==> config.mk <==
export PLATFORM = sky130hd
export DESIGN_NAME = qracc_psum_accumulator
export DESIGN_NICKNAME = d
export VERILOG_FILES = /design/src/rtl/qracc_pkg.sv /design/src/rtl/psum_sat_add.sv /design/src/rtl/qracc_psum_accumulator.sv
export SDC_FILE = /design/constraint.sdc
export NUM_CORES = 2
export LEC_CHECK = 0
export CAP_MARGIN = 5
export CORE_AREA = 3 3 507 509
export CTS_CLUSTER_DIAMETER = 30
export DETAILED_ROUTE_END_ITERATION = 12
export DIE_AREA = 0 0 510 512
export PLACE_DENSITY = 0.55
export SLEW_MARGIN = 20
export SYNTH_ARGS = -nofsm -noshare
export SYNTH_HDL_FRONTEND = slang
export SYNTH_HIERARCHICAL = 1
export SYNTH_SLANG_ARGS = --single-unit
==> constraint.sdc <==
create_clock -name clk -period 27.4 [get_ports clk]
set_clock_uncertainty 0.2 [all_clocks]
set_input_delay 4.11 -clock clk [delete_from_list [all_inputs] [get_ports clk]]
set_output_delay 4.11 -clock clk [all_outputs]
set_load 0.02 [all_outputs]
==> src/rtl/qracc_pkg.sv <==
// Shared types and defaults for the QR accelerator datapath blocks.
package qracc_pkg;

  localparam int QRACC_PSUM_WIDTH_DEFAULT = 24;

  typedef enum logic [1:0] {
    PSUM_IDLE  = 2'd0,
    PSUM_ACCUM = 2'd1,
    PSUM_HOLD  = 2'd2
  } qracc_psum_state_t;

endpackage

==> src/rtl/psum_sat_add.sv <==
// One element of the partial-sum datapath: sign-extend, load or add, and
// clamp when QRACC_PSUM_SATURATE_EN is defined (otherwise wrap, no overflow).
module psum_sat_add
  import qracc_pkg::*;
#(
  parameter int inputWidth = 16,
  parameter int psumWidth  = QRACC_PSUM_WIDTH_DEFAULT
) (
  input  logic                  load_i,
  input  logic [inputWidth-1:0] in_i,
  input  logic [psumWidth-1:0]  acc_i,
  output logic [psumWidth-1:0]  sum_o,
  output logic                  ovf_o
);

  logic [psumWidth-1:0] ext_s;

  assign ext_s = psumWidth'($signed(in_i));

`ifdef QRACC_PSUM_SATURATE_EN
  // One guard bit: overflow exactly when the top two bits of the sum disagree.
  logic [psumWidth:0] wide_s;

  always_comb begin
    wide_s = {acc_i[psumWidth-1], acc_i} + {ext_s[psumWidth-1], ext_s};
    sum_o  = wide_s[psumWidth-1:0];
    ovf_o  = 1'b0;
    if (load_i) begin
      sum_o = ext_s;
    end else if (wide_s[psumWidth] != wide_s[psumWidth-1]) begin
      ovf_o = 1'b1;
      sum_o = wide_s[psumWidth] ? {1'b1, {(psumWidth-1){1'b0}}}
                                : {1'b0, {(psumWidth-1){1'b1}}};
    end else begin
      sum_o = wide_s[psumWidth-1:0];
    end
  end
`else
  always_comb begin
    ovf_o = 1'b0;
    if (load_i) begin
      sum_o = ext_s;
    end else begin
      sum_o = acc_i + ext_s;
    end
  end
`endif

endmodule

==> src/rtl/qracc_psum_accumulator.sv <==
// Sums K seq_acc tiles per output group for G groups, handing each sum off via
// valid/ready. Saturating adds are selected with QRACC_PSUM_SATURATE_EN.
module qracc_psum_accumulator
  import qracc_pkg::*;
#(
  parameter int numElements   = 32,
  parameter int inputWidth    = 16,
  parameter int psumWidth     = QRACC_PSUM_WIDTH_DEFAULT,
  parameter int tileCntWidth  = 8,
  parameter int groupCntWidth = 16
) (
  input  logic                             clk,
  input  logic                             nrst,
  input  logic                             start_i,
  input  logic [tileCntWidth-1:0]          num_tiles_i,
  input  logic [groupCntWidth-1:0]         num_groups_i,
  input  logic                             in_valid_i,
  output logic                             in_ready_o,
  input  logic [numElements*inputWidth-1:0] in_data_i,
  output logic                             out_valid_o,
  input  logic                             out_ready_i,
  output logic [numElements*psumWidth-1:0] out_data_o,
  output logic                             busy_o,
  output logic                             done_o,
  output logic                             overflow_o
);

  qracc_psum_state_t state_q, state_d;

  logic [tileCntWidth-1:0]  tile_cnt_q, tile_cnt_d, num_tiles_q, num_tiles_d;
  logic [groupCntWidth-1:0] group_cnt_q, group_cnt_d, num_groups_q, num_groups_d;
  logic [numElements-1:0][psumWidth-1:0] acc_q, acc_d, sum_s;
  logic [numElements-1:0] elem_ovf_s;
  logic busy_q, busy_d, done_q, done_d, ovf_q, ovf_d;
  logic start_s, beat_s, hs_s, last_tile_s, last_group_s, load_s;

  assign start_s      = (state_q == PSUM_IDLE) && start_i;
  assign beat_s       = (state_q == PSUM_ACCUM) && in_valid_i;
  assign hs_s         = (state_q == PSUM_HOLD) && out_ready_i;
  assign last_tile_s  = (tile_cnt_q + tileCntWidth'(1)) == num_tiles_q;
  assign last_group_s = (group_cnt_q + groupCntWidth'(1)) == num_groups_q;
  // The first tile of a group overwrites the accumulator, so no clear cycle is needed.
  assign load_s       = (tile_cnt_q == {tileCntWidth{1'b0}});

  for (genvar e = 0; e < numElements; e++) begin : g_elem
    psum_sat_add #(
      .inputWidth(inputWidth),
      .psumWidth (psumWidth)
    ) u_add (
      .load_i(load_s),
      .in_i  (in_data_i[e*inputWidth +: inputWidth]),
      .acc_i (acc_q[e]),
      .sum_o (sum_s[e]),
      .ovf_o (elem_ovf_s[e])
    );
  end

  always_ff @(posedge clk or negedge nrst) begin
    if (!nrst) begin
      state_q <= PSUM_IDLE;
    end else begin
      state_q <= state_d;
    end
  end

  always_comb begin
    state_d = state_q;
    case (state_q)
      PSUM_IDLE:  state_d = start_i ? PSUM_ACCUM : PSUM_IDLE;
      PSUM_ACCUM: state_d = (in_valid_i && last_tile_s) ? PSUM_HOLD : PSUM_ACCUM;
      PSUM_HOLD: begin
        if (out_ready_i) begin
          state_d = last_group_s ? PSUM_IDLE : PSUM_ACCUM;
        end else begin
          state_d = PSUM_HOLD;
        end
      end
      default:    state_d = PSUM_IDLE;
    endcase
  end

  always_comb begin
    in_ready_o  = 1'b0;
    out_valid_o = 1'b0;
    case (state_q)
      PSUM_ACCUM: in_ready_o  = 1'b1;
      PSUM_HOLD:  out_valid_o = 1'b1;
      default: begin
        in_ready_o  = 1'b0;
        out_valid_o = 1'b0;
      end
    endcase
  end

  always_comb begin
    num_tiles_d  = num_tiles_q;
    num_groups_d = num_groups_q;
    tile_cnt_d   = tile_cnt_q;
    group_cnt_d  = group_cnt_q;
    acc_d        = acc_q;
    ovf_d        = ovf_q;
    busy_d       = busy_q;
    done_d       = hs_s && last_group_s;
    if (start_s) begin
      // A zero count means one, so the compare against the counter never misses.
      num_tiles_d  = (num_tiles_i == {tileCntWidth{1'b0}}) ? tileCntWidth'(1) : num_tiles_i;
      num_groups_d = (num_groups_i == {groupCntWidth{1'b0}}) ? groupCntWidth'(1) : num_groups_i;
      tile_cnt_d   = {tileCntWidth{1'b0}};
      group_cnt_d  = {groupCntWidth{1'b0}};
      ovf_d        = 1'b0;
      busy_d       = 1'b1;
    end else if (beat_s) begin
      acc_d      = sum_s;
      ovf_d      = ovf_q | (|elem_ovf_s);
      tile_cnt_d = last_tile_s ? {tileCntWidth{1'b0}} : tile_cnt_q + tileCntWidth'(1);
    end else if (hs_s) begin
      group_cnt_d = group_cnt_q + groupCntWidth'(1);
      busy_d      = last_group_s ? 1'b0 : busy_q;
    end else begin
      busy_d = busy_q;
    end
  end

  always_ff @(posedge clk or negedge nrst) begin
    if (!nrst) begin
      num_tiles_q  <= {tileCntWidth{1'b0}};
      num_groups_q <= {groupCntWidth{1'b0}};
      tile_cnt_q   <= {tileCntWidth{1'b0}};
      group_cnt_q  <= {groupCntWidth{1'b0}};
      acc_q        <= '0;
      ovf_q        <= 1'b0;
      busy_q       <= 1'b0;
      done_q       <= 1'b0;
    end else begin
      num_tiles_q  <= num_tiles_d;
      num_groups_q <= num_groups_d;
      tile_cnt_q   <= tile_cnt_d;
      group_cnt_q  <= group_cnt_d;
      acc_q        <= acc_d;
      ovf_q        <= ovf_d;
      busy_q       <= busy_d;
      done_q       <= done_d;
    end
  end

  assign out_data_o = acc_q;
  assign busy_o     = busy_q;
  assign done_o     = done_q;
  assign overflow_o = ovf_q;

endmodule
==> flow_metrics.tcl <==
set metrics [dict create \
    ant_nets 0 \
    clkPwrFrac_pct 21.7 \
    hold_violations 0 \
    numCtsBuffers 310 \
    power.internal_w 0.00848 \
    cp.required_ps 27950 \
    dp_hpwl_um 272000 \
    path_cells "clkdlybuf4s50_1 -> and2_4 -> buf_12 -> buf_4 -> buf_4 -> nand2_1 -> nand2_1" \
    synth.net_count 12644 \
    seq_power_share_pct 15.4 \
    die_w_um 510 \
    root_buffer "clkbuf_16" \
    syn-instance-count 11332 \
    p_sw_w 0.00784 \
    crit_buf_inv 4 \
    critPathArrivalTime_ps 8260 \
    swShare_pct 48.0 \
    drtIter0Drc 6512 \
    multiInputGateArea_sq_mm 0.0590 \
    synth_cell_type_count 85 \
    grt_start_max_net_pins 200 \
    max_stage_delay_ps 850 \
    fillers 25430 \
    leakage_nw 49.2 \
    worstSkewPairLatency_ps 860 \
    slew_viol_final 0 \
    fin_hold_ws_ps 299 \
    status "finished clean" \
    powerDensity_mw_per_mm2 150 \
    path_max_fanout 158 \
    fp.coreArea_sq_mm 0.253 \
    regArea_sq_mm 0.0205 \
    io_buffers 1313 \
    cts_htree_levels 5 \
    start_util_pct 32.8 \
    worstSetupEndpointType "register" \
    syn_area_sq_mm 0.0831 \
    firstDrtPassIters 6 \
    grt.overflow.total 0 \
    grt_pass1_vias 85103 \
    fin_tns_setup_ps 0 \
    comb_power_share_pct 62.9 \
    cts.path.max_buffers 4 \
    clkSinkCount 821 \
    viasPerCell 5.49 \
    place_congestion 0.930 \
    crit_family "buffers and inverters" \
    wl_per_cell_um 22.0 \
    ys_seq_elements 821 \
    area_delta_synth_final_pct 31.1 \
    cts_hold_buf 0 \
    post-route-period-util_pct 28.1 \
    async_flop_share_pct 100 \
    ir_drop_v 0.0000949 \
    fp-row-count 185 \
    ys_seq_area_share_pct 24.7 \
    finalSetupViolations 0 \
    grt_pass1_wl_um 531000 \
    post_cts_buffers 0 \
    drive_gt1_share_pct 6.24 \
    ys_warn_count 6 \
    synth_largest_area_cell "dfrtp_1" \
    worst_path_max_delay_cell "buf_4" \
    drv_cap 0 \
    tightest_slew_ps 1110 \
    synth_most_common_cell "nand2_1" \
    crit_type "primary input to register" \
    ys_top_cells_by_area "dfrtp_1 (25%), nand2_1 (15%), ha_1 (11%)" \
    drc_errors 0 \
    finalWirelength_um 353000 \
    fmax_ghz 0.130 \
    maxSlewHeadroom_pct 25.9 \
    synth_top_area_share_pct 24.7 \
    io_pins 1314 \
    synth_edf_count 0 \
    ys_top_cells_by_count "nand2_1 (3277), dfrtp_1 (821), ha_1 (739)" \
    worstHoldPathType "register to register" \
    avgSynthCellArea_sq_um 7.34 \
    synth_ff_type "dfrtp_1" \
    globalRouteTotalUtil_pct 25.8 \
    nets 13713 \
    dieArea_sq_mm 0.261 \
    critPathLaunchType "primary input" \
    vias 88182 \
    fp.dieH_um 512 \
    rsz0062_at_grt "no" \
    cts.clk_slew.worst_paths_ps 40 \
    cts_tree "yes" \
    antenna_found_initial 114 \
    fin_crit_ps 7710 \
    cts_resized 0 \
]
==> final timing paths <==
| check | startpoint | endpoint | slack [ps] | depth (start not counted) |
|---|---|---|---|---|
| max | in_valid_i | out_data_o[224] | 19690 | 7 |
| min | out_data_o[48] | out_data_o[48] | 300 | 2 |
| max reg2reg | tile_cnt_q[0] | out_data_o[616] | 20810 | 14 |
| min reg2reg | out_data_o[48] | out_data_o[48] | 300 | 2 |
| max in group asynchronous | nrst | out_data_o[368] | 20410 | 5 |
| min in group asynchronous | nrst | out_data_o[522] | 3060 | 1 |
==> cells by family (layout without fill, tap and decap cells) <==
group	after synthesis	in the layout	share of synthesized area, %
DFF	821	821	24.7
buffers and inverters	856	2160	4.32
other	32	93	0.144
and+or+nand+nor	5170	5170	28.1
muxes	133	133	1.75
AOI/OAI and AO/OA	3049	3049	23.8
xor gates and xnor gates	500	500	5.29
adders and majority gates	771	771	11.9
==> layout make-up <==
cell class	instances	area share, %
Multi-Input combinational cell	9655	54.1
Sequential cell	821	18.8
Timing Repair Buffer	1360	12.5
Clock buffer	450	8.26
Tap cell	3366	3.86
Clock inverter	97	1.42
Inverter	253	0.871
Antenna cell	61	0.140
==> sequential cells by signal, summed over array words and instances (netlist names) <==
name / flops
state_q: 2
overflow_o: 1
done_o: 1
num_groups_q: 16
group_cnt_q: 16
num_tiles_q: 8
busy_o: 1
out_data_o: 768
tile_cnt_q: 8
==> through the flow <==
| step | utilization [%] | cells | cell area, sq um | total power [W] | setup WS [ps] |
|---|---|---|---|---|---|
| after floorplan | - | 11332 | 83100 | 0.00936 | 18400 |
| after global placement | 38.8 | 15455 | 98300 | 0.0126 | 18860 |
| after detailed placement | 38.8 | 15455 | 98300 | 0.0127 | 18730 |
| after CTS | 43.0 | 16002 | 109000 | 0.0164 | 19630 |
| after global routing | 43.0 | 16044 | 109000 | 0.0176 | 19400 |
| final | 43.0 | 16063 | 109000 | 0.0163 | 19690 |
==> power by group through the flow <==
stage / Combinational [W] / Clock, W / Sequential, W
after floorplan: 0.00644 / 0 / 0.00292
after global placement: 0.0101 / 0 / 0.00250
after detailed placement: 0.0102 / 0 / 0.00252
after CTS: 0.0102 / 0.00361 / 0.00252
after global routing: 0.0114 / 0.00369 / 0.00258
final: 0.0103 / 0.00354 / 0.00251
==> worst min-delay path, delay by kind of cell, from the launching register on <==
family	cells	cell delay (ps)
flip-flops	1	350
AND/OR/NAND/NOR	2	120
==> cells in the final DEF (no fill, tap or decap), drive strengths merged, types with 201 or more instances in the layout <==
| cell | count |
|---|---|
| nand2 | 3277 |
| clkdlybuf4s50 | 1312 |
| o21ai | 852 |
| dfrtp | 821 |
| ha | 739 |
| a21oi | 728 |
| nor2 | 497 |
| clkbuf | 450 |
| a21o | 309 |
| xnor2 | 276 |
| inv | 258 |
| xor2 | 224 |
| nand4 | 201 |
==> per-layer routing <==
metal	share of wire [%]	track usage (%)
met5	0.16	0
met4	5.4	13.7
met3	8.2	7.69
met2	46	41.8
met1	40	30.6
Note: power is estimated with default switching activity, not from simulation.
